## src/rtl/instr_fetch_unit.sv

```systemverilog
// Instruction fetch stage: owns the PC, addresses the combinational IM and
// registers the returned word into the IF/ID pipeline register.
module instr_fetch_unit #(
  parameter logic [31:0] RESET_PC   = 32'h0000_0000,
  parameter int unsigned IMEM_BYTES = 128
) (
  input  logic        clk,
  input  logic        rst_n,
  output logic [31:0] Instr_addr,
  input  logic [31:0] Instruction,
  input  logic        stall_i,
  input  logic        flush_i,
  input  logic        redirect_i,
  input  logic [31:0] redirect_pc_i,
  output logic        id_valid_o,
  output logic [31:0] id_instr_o,
  output logic [31:0] id_pc_o,
  output logic [31:0] id_pc4_o,
  output logic        fetch_done_o,
  output logic [31:0] fetch_count_o
);

  localparam logic [31:0] NOP     = 32'h0000_0013;
  localparam logic [31:0] LAST_PC = 32'(IMEM_BYTES - 4);

  logic [31:0] pc_q, pc_d;
  logic        id_valid_q, id_valid_d;
  logic [31:0] id_instr_q, id_instr_d;
  logic [31:0] id_pc_q, id_pc_d;
  logic [31:0] id_pc4_q, id_pc4_d;
  logic [31:0] count_q, count_d;
  logic        in_range;

  assign in_range = (pc_q <= LAST_PC) && (pc_q[1:0] == 2'b00);

  // NOTE: every signal written here gets a default first, so no path through
  // the priority chain can leave one unassigned and infer a latch.
  always_comb begin
    pc_d       = pc_q;
    id_valid_d = id_valid_q;
    id_instr_d = id_instr_q;
    id_pc_d    = id_pc_q;
    id_pc4_d   = id_pc4_q;
    count_d    = count_q;

    if (redirect_i) begin
      // A redirect wins outright; stall and flush are ignored this cycle.
      pc_d       = {redirect_pc_i[31:2], 2'b00};
      id_valid_d = 1'b0;
    end else if (flush_i) begin
      id_valid_d = 1'b0;
      id_instr_d = NOP;
      if (!stall_i && in_range) pc_d = pc_q + 32'd4;
    end else if (stall_i) begin
      // Everything holds.
    end else if (in_range) begin
      id_valid_d = 1'b1;
      id_instr_d = Instruction;
      id_pc_d    = pc_q;
      id_pc4_d   = pc_q + 32'd4;
      pc_d       = pc_q + 32'd4;
      count_d    = count_q + 32'd1;
    end else begin
      // Out of range: never capture IM data; PC stays put until redirected.
      id_valid_d = 1'b0;
      id_instr_d = NOP;
    end
  end

  // NOTE: state registers use non-blocking assignments so every flop samples
  // the pre-edge values, independent of statement order.
  always_ff @(posedge clk or negedge rst_n) begin
    if (!rst_n) begin
      pc_q       <= RESET_PC;
      id_valid_q <= 1'b0;
      id_instr_q <= NOP;
      id_pc_q    <= 32'd0;
      id_pc4_q   <= 32'd4;
      count_q    <= 32'd0;
    end else begin
      pc_q       <= pc_d;
      id_valid_q <= id_valid_d;
      id_instr_q <= id_instr_d;
      id_pc_q    <= id_pc_d;
      id_pc4_q   <= id_pc4_d;
      count_q    <= count_d;
    end
  end

  assign Instr_addr    = pc_q;
  assign fetch_done_o  = !in_range;
  assign id_valid_o    = id_valid_q;
  assign id_instr_o    = id_instr_q;
  assign id_pc_o       = id_pc_q;
  assign id_pc4_o      = id_pc4_q;
  assign fetch_count_o = count_q;

endmodule
```

## config.mk

```make
export PLATFORM = sky130hd
export DESIGN_NAME = instr_fetch_unit
export DESIGN_NICKNAME = d
export VERILOG_FILES = /design/src/rtl/instr_fetch_unit.sv
export SDC_FILE = /design/constraint.sdc
export NUM_CORES = 1
export LEC_CHECK = 0
export CORE_MARGIN = 5
export CORE_UTILIZATION = 39
export DETAILED_ROUTE_END_ITERATION = 8
export PLACE_DENSITY_LB_ADDON = 0.25
export SKIP_LAST_GASP = 1
export SLEW_MARGIN = 20
export SYNTH_ARGS = -nofsm -noshare
export SYNTH_HDL_FRONTEND = slang
export SYNTH_SLANG_ARGS = --single-unit
```

## constraint.sdc

```tcl
create_clock -name clk -period 4.48 [get_ports clk]
set_input_delay 0.896 -clock clk [delete_from_list [all_inputs] [get_ports clk]]
set_output_delay 0.896 -clock clk [all_outputs]
set_load 0.02 [all_outputs]
```

# After elaboration in Yosys (flattened, before gate mapping)
# Cells that the tools add are included.
# word_totals
out_inout_bits	162
word_cells	36
input_bits	69
regBits	161
# op_classes
eq_ne	3
n_reduce_logical	9
addsub	2
n_mux	12
bitwise	3
magnitude_cmp	1
# op_table
cell	count
32-bit two-way mux	8
32-bit by 1-bit adder with 32-bit output, second input constant	1
32-bit by 3-bit adder with 32-bit output, second input constant	1
32-bit by 7-bit <= comparator with 1-bit output, second input constant	1
3-bit by 1-bit inequality test with 1-bit output, second input constant	2
1-bit two-way mux	4
4-bit AND reduction	1
1-bit NOT	3
3-bit AND reduction	1
3-bit nonzero test	1
1-bit logical AND	2
1-bit zero test	2
2-bit zero test	1
2-bit by 1-bit inequality test with 1-bit output, second input constant	1
2-bit AND reduction	1

# Longest topological paths before layout
# Gate-level depths: netlist of the first run.
# depth
depth_word	6
depth_mapped	8
mapped_depth_nobuf	6

# Least setup slack after synthesis of the first run
# OpenSTA, ideal clock, no wires.
# synth_timing
path_type	register to output
startpoint	register pc_q[2], in the netlist Instr_addr[2]
endpoint	output fetch_done_o
path_slack_ns	1.669
required_ns	3.584
path_buffers	2
t_arrival_ns	1.915
path_stages_with_launch	8
path_cell_list	dfrtp_1 > ha_1 > nand3_2 > or3b_4 > and3_1 > buf_2 > buf_6 > inv_1
# synth_between
elab_chain_len	3
# synth_rtl
item	line	text
from (decl)	26	logic [31:0] pc_q, pc_d;
from (signal assigned)	81	pc_q <= pc_d;
32-bit by 7-bit <= comparator with 1-bit output	34	assign in_range = (pc_q <= LAST_PC) && (pc_q[1:0] == 2'b00);
1-bit logical AND	34	
1-bit zero test	91	assign fetch_done_o = !in_range;
to (decl)	19	output logic fetch_done_o,
# No other way between the ends.

# Worst setup path in the final report of the first run
# Ends and elaborated chain as after synthesis.

==> key figures, run 1 <==
Run status
  • Status: finished, final reports clean

Final layout
  • Non-Filler Instances: 892
  • Antenna Diode Count: 0
  • Final #Nets: 763
  • Synth-to-layout area growth: 48.7%
  • Most common cell after layout, fill and taps aside: clkdlybuf4s50_1
  • Most frequent cells in the layout: clkdlybuf4s50_1 (221), dfrtp_1 (151), and2_1 (51)
  • Fill count: 1253
  • Fin area: 0.00898 mm^2
  • Layout cell share with drive strength beyond 1: 10.5%
  • Final core occ: 59.1%

Power
  • Max VDD drop: 244 uV
  • Sw frac: 22.8%
  • PD cells: 353 mW/mm^2
  • Leak: 3.96 nW
  • Psw: 0.722 mW
  • Pint: 2.45 mW
  • Clock power frac: 46.4%
  • Combinational power share: 7.7%
  • Final Total Pwr: 3.17 mW
  • Sequential cell fraction of total power: 45.9%

STA
  • Final Hold Vio Count: 0
  • Pins Over Slew Limit: 0
  • Slew Limit Headroom: 34.4%
  • Clock skew: 0.00764 ns
  • Tcrit/Tclk final: 83.6%
  • F_max: 0.267 GHz
  • Setup violators final: 0
  • Post-layout min period: 3.75 ns
  • Fin Setup TNS: 0 ns
  • Fin worst setup slack: 0.735 ns
  • Least-Margin Pin Slew: 0.985 ns
  • RSZ-0062 raised after global routing: no
  • Worst hold slack: 0.480 ns

Clock network
  • Clock Path Buffers: 2
  • Clk sinks: 155
  • TritonCTS clock tree: yes
  • Root Driver: clkbuf_16
  • TritonCTS Buffers: 17
  • # hold bufs at CTS: 0
  • Setup bufs post-CTS: 0
  • CTS resizes: 0
  • Clock latency on the worst-skew pair: 0.42 ns
  • H-tree depth: 4
  • Clock Pin Slew Worst Setup and Hold Paths: 0.06 ns

Setup path
  • FF-to-FF path depth: 5
  • CP Launch Type: flop
  • Worst reg2reg endpoint: Instr_addr[3]
  • CP endpoint kind: output pin
  • Max FO, Critical Path: 15
  • WP data arrival: 2.85 ns
  • Max incr delay on CP: 0.60 ns
  • Reg2reg setup slack: 2.17 ns
  • Worst path cell trace: ha_1 > nand3_2 > or3b_4 > and3_1 > inv_1 > clkdlybuf4s50_1
  • Worst path slowest cell: clkdlybuf4s50_1
  • WP data required: 3.58 ns
  • Critical path type: flop to output pin
  • Critical R2R Launch: Instr_addr[22]

GRT
  • Number of global-route vias before repair: 4617
  • Total track usage: 17.6%
  • Pin count of the biggest net entering global routing: 97
  • GR Overflow Total: 0
  • Initial antenna violation count: 0
  • First-pass GRT wire length: 24900 um

Synth
  • Synth warnings: 0
  • Post-synthesis cell area: 0.00604 mm^2
  • Sequential element share of the synthesized area: 64.3%
  • Synth top area cells: dfrtp_1 (63%), and2_1 (5.3%), mux2_2 (4.8%)
  • Unique masters post-synth: 35
  • Post-Synth XOR/XNOR Area: 5.65%
  • Mux cell area share after synthesis: 4.85%
  • Largest family of logic cells by synthesized area: simple AND/OR/NAND/NOR gates
  • Flop and latch count out of synthesis: 155
  • Syn Inst Count: 468
  • Area fraction in compound gates after synthesis: 5.76%
  • Area fraction of the dominant cell type after synthesis: 62.6%
  • Syn avg cell area: 12.9 um^2
  • Post-Synth Adder-Cell Area: 0.621%
  • Simple-gate share of the synthesized area: 15.3%
  • Dominant cell type by area after synthesis: dfrtp_1

Floorplanning
  • Die width: 134 um
  • Die area: 0.0181 mm^2
  • Num rows: 45
  • Initial Util: 39.7%
  • IO Count: 231
  • DIE HEIGHT: 134 um
  • Core area: 0.0152 mm^2

Flow run
  • Max-cap violations: 0

Routing
  • # DRC: 0
  • TritonRoute pass-1 iters: 4
  • Initial detailed-routing violation count: 203
  • Final ANT Viol Nets: 0
  • Average vias per placed instance: 4.86
  • Final wirelength: 15500 um
  • Post-DR wirelength/cell: 17.3 um
  • Via Count: 4339

Place
  • Placer Congestion: 0.790
  • # port buffers: 222
  • Post-DP HPWL: 11000 um
  • Pre-CTS WS: 1.16 ns
  • Placed cell count: 860
  • DP Area: 0.00838 mm^2

Worst hold path
  • Worst Hold Depth: 2
  • Worst Hold Launch: id_pc_o[4]
  • Hold Crit Class: flop to flop
  • Hold Path End: id_pc_o[4]
-- synthesized netlist by cell type (all sizes together) --
master	number
and4	6
and2	51
a22o	29
nor2b	1
ha	3
xor2	7
or3b	1
nor2	6
dfrtp	151
nand2	37
inv	8
nor4	9
o22a	3
buf	16
dfstp	4
nand4	16
nand2b	1
nand4b	1
and3	8
clkbuf	12
or2	1
a21o	1
o21ai	9
a21oi	3
xnor2	32
nor3	8
nor3b	1
mux2	26
nand3	16
conb	1
-- cell families after synthesis --
kind of cell | after synthesis
fa+ha+maj | 3
compound gates | 45
simple gates | 163
flops | 155
other cells | 1
buf+inv | 36
xor+xnor | 39
mux | 26
-- sequential cells by signal, summed over array words and instances (netlist names) --
name and cells:
fetch_count_o 32, id_valid_o 1, id_pc4_o 30, Instr_addr 30, id_pc_o 30, id_instr_o 32
-- metal layers --
metal	track usage [%]	up-vias	wire length, um
met5	0	-	0
met4	6.00	0	212
met3	6.93	17	1340
met2	28.9	153	7530
met1	21.4	2122	6380
li1	-	2047	-
-- critical path, delay by kind of cell, from the launching register on --
| family | cells | cell delay [ns] |
|---|---|---|
| fa+ha+maj | 1 | 0.27 |
| buf+inv | 2 | 0.71 |
| flops | 1 | 0.47 |
| simple gates | 3 | 0.98 |
-- final cells by class --
cell class / instances / area, um^2 / area share (%)
multi-input cells: 282 / 1970 / 21.9
repair buffers: 227 / 2260 / 25.2
well taps: 188 / 235 / 2.62
clock buffers: 18 / 439 / 4.89
inverters: 8 / 30.0 / 0.334
flip-flops and latches: 155 / 3880 / 43.2
clock inverters: 14 / 169 / 1.88
-- how the worst max path moves through the flow --
stage                       start           end  slack, ns
floorplan           Instr_addr[2]  fetch_done_o       1.67
global placement    Instr_addr[2]  fetch_done_o       1.19
detailed placement  Instr_addr[2]  fetch_done_o       1.16
CTS                 Instr_addr[2]  fetch_done_o       0.70
global route        Instr_addr[2]  fetch_done_o       0.61
finish              Instr_addr[2]  fetch_done_o       0.73
-- power by group through the flow --
stage          Combinational (mW)  Sequential (mW)  Clock [mW]
6_report                    0.244             1.45        1.47
5_1_grt                     0.265             1.46        1.56
4_1_cts                     0.248             1.45        1.51
3_5_place_dp                0.247             1.48           0
3_3_place_gp                0.243             1.48           0
2_1_floorplan              0.0601             1.51           0
(Power assumes the default switching activity.)
==> run 2, diff against run 1 <==
Clock period 4.48 ns to 3.3 ns, I/O delays scaled along.
==> key figures, run 2 (synthesized netlist as in run 1, its figures left out) <==
Power
  • Max VDD drop: 325 uV
  • Leak: 3.95 nW
  • PD cells: 470 mW/mm^2
  • Final Total Pwr: 4.22 mW

Setup path
  • WP data required: 2.64 ns
  • Max incr delay on CP: 0.45 ns
  • Worst path slowest cell: or3b_4
  • Critical path type: flop to output pin
  • Max FO, Critical Path: 6
  • Worst path cell trace: ha_1 > nand3_2 > or3b_4 > and3_1 > inv_1 > dlygate4sd2_1
  • WP data arrival: 2.34 ns
  • CP Launch Type: flop
  • CP endpoint kind: output pin

GRT
  • GR Overflow Total: 0
  • Number of global-route vias before repair: 4622
  • Met2 GRT Util: 29.9%
  • GRT busiest layer: met2
  • Pin count of the biggest net entering global routing: 77
  • Grt met3 use: 7.15%
  • Total track usage: 17.7%
  • Initial antenna violation count: 0
  • First-pass GRT wire length: 25000 um
  • Met1 usage: 21.1%

Final layout
  • Final core occ: 59.1%
  • Final #Nets: 766
  • Most frequent cells in the layout: clkdlybuf4s50_1 (220), dfrtp_1 (150), and2_1 (51)
  • Layout cell share with drive strength beyond 1: 10.7%
  • Synth-to-layout area growth: 48.6%
  • Most common cell after layout, fill and taps aside: clkdlybuf4s50_1
  • Antenna Diode Count: 0
  • Fill count: 1227

Routing
  • TritonRoute pass-1 iters: 4
  • # DRC: 0
  • Final wirelength: 15700 um
  • Initial detailed-routing violation count: 202
  • Via Count: 4343
  • Post-DR wirelength/cell: 17.5 um
  • Average vias per placed instance: 4.85
  • Final ANT Viol Nets: 0

Clock network
  • H-tree depth: 4
  • Clk sinks: 155
  • Root Driver: clkbuf_16
  • Clock Path Buffers: 2
  • Clock Pin Slew Worst Setup and Hold Paths: 0.06 ns
  • Clock latency on the worst-skew pair: 0.42 ns
  • TritonCTS Buffers: 17
  • TritonCTS clock tree: yes

Floorplanning
  • IO Count: 231
  • DIE HEIGHT: 134 um
  • Die area: 0.0181 mm^2
  • Num rows: 45
  • Initial Util: 39.7%
  • Die width: 134 um
  • Core area: 0.0152 mm^2

STA
  • RSZ-0062 raised after global routing: no
  • Tcrit/Tclk final: 90.8%
  • F_max: 0.334 GHz
  • Clock skew: 0.0111 ns
  • Fin Setup TNS: 0 ns
  • Least-Margin Pin Slew: 0.700 ns
  • Setup violators final: 0
  • Post-layout min period: 3.00 ns
  • Slew Limit Headroom: 53.4%
  • Pins Over Slew Limit: 0
  • Final Hold Vio Count: 0
  • Fin worst setup slack: 0.303 ns

Place
  • Placer Congestion: 0.799
  • Pre-CTS WS: 0.411 ns
  • Post-DP HPWL: 11300 um
  • # port buffers: 222

Flow run
  • Max-cap violations: 0

Worst hold path
  • Hold Crit Class: primary input to async pin

Run status
  • Status: finished, final reports clean
run 2: layer usage:
layer  share of wire (%)  vias up  wire (um)
met5                   0        -          0
met2                  51      143       7960
met1                  40     2139       6310
met3                 8.0       12       1260
li1                    -     2049          -
met4                0.85        0        133
run 2: worst paths after layout:
check | slack, ns | from | endpoint | cells after the start
max reg2reg | 1.01 | Instr_addr[22] | Instr_addr[3] | 5
min reg2reg | 0.48 | id_pc_o[4] | id_pc_o[4] | 2
min in group clk | 0.48 | id_pc_o[4] | id_pc_o[4] | 2
max in group asynchronous | 2.15 | rst_n | id_instr_o[20] | 2
min | 0.26 | rst_n | id_pc_o[4] | 1
max | 0.30 | Instr_addr[3] | fetch_done_o | 6
run 2: cell type report:
| type | instances | area [um^2] | share of cell area [%] |
|---|---|---|---|
| flip-flops and latches | 155 | 3880 | 43.3 |
| multi-input cells | 282 | 1970 | 21.9 |
| inverters | 8 | 30.0 | 0.334 |
| clock buffers | 21 | 460 | 5.13 |
| repair buffers | 230 | 2280 | 25.4 |
| well taps | 188 | 235 | 2.62 |
| clock inverters | 11 | 120 | 1.34 |
run 2: power by group:
group | switching [mW] | internal, mW | total [mW]
sequential | 0.0378 | 1.94 | 1.98
clock | 0.761 | 1.15 | 1.91
combinational | 0.157 | 0.175 | 0.332
run 2: critical path, delay by kind of cell, from the launching register on:
family | cells | cell delay (ns)
flip-flops | 1 | 0.43
AND/OR/NAND/NOR | 3 | 0.85
buffers and inverters | 2 | 0.39
adder cells (fa/ha/maj) | 1 | 0.25
run 2: stage by stage:
stage	instances	cell area [um^2]	hold slack, ns
floorplan	473	6060	0.364
global placement	863	8400	0.461
detailed placement	863	8400	0.466
CTS	895	8980	0.283
global route	895	8980	0.316
finish	895	8980	0.264
run 2: timing repair:
| item | 4_1_cts | 5_1_grt |
|---|---|---|
| hold buffers | 0 | 0 |
| resized for setup | 2 | 0 |
| buffers inserted | 0 | 0 |
| endpoints found under the setup margin | 1 | 0 |
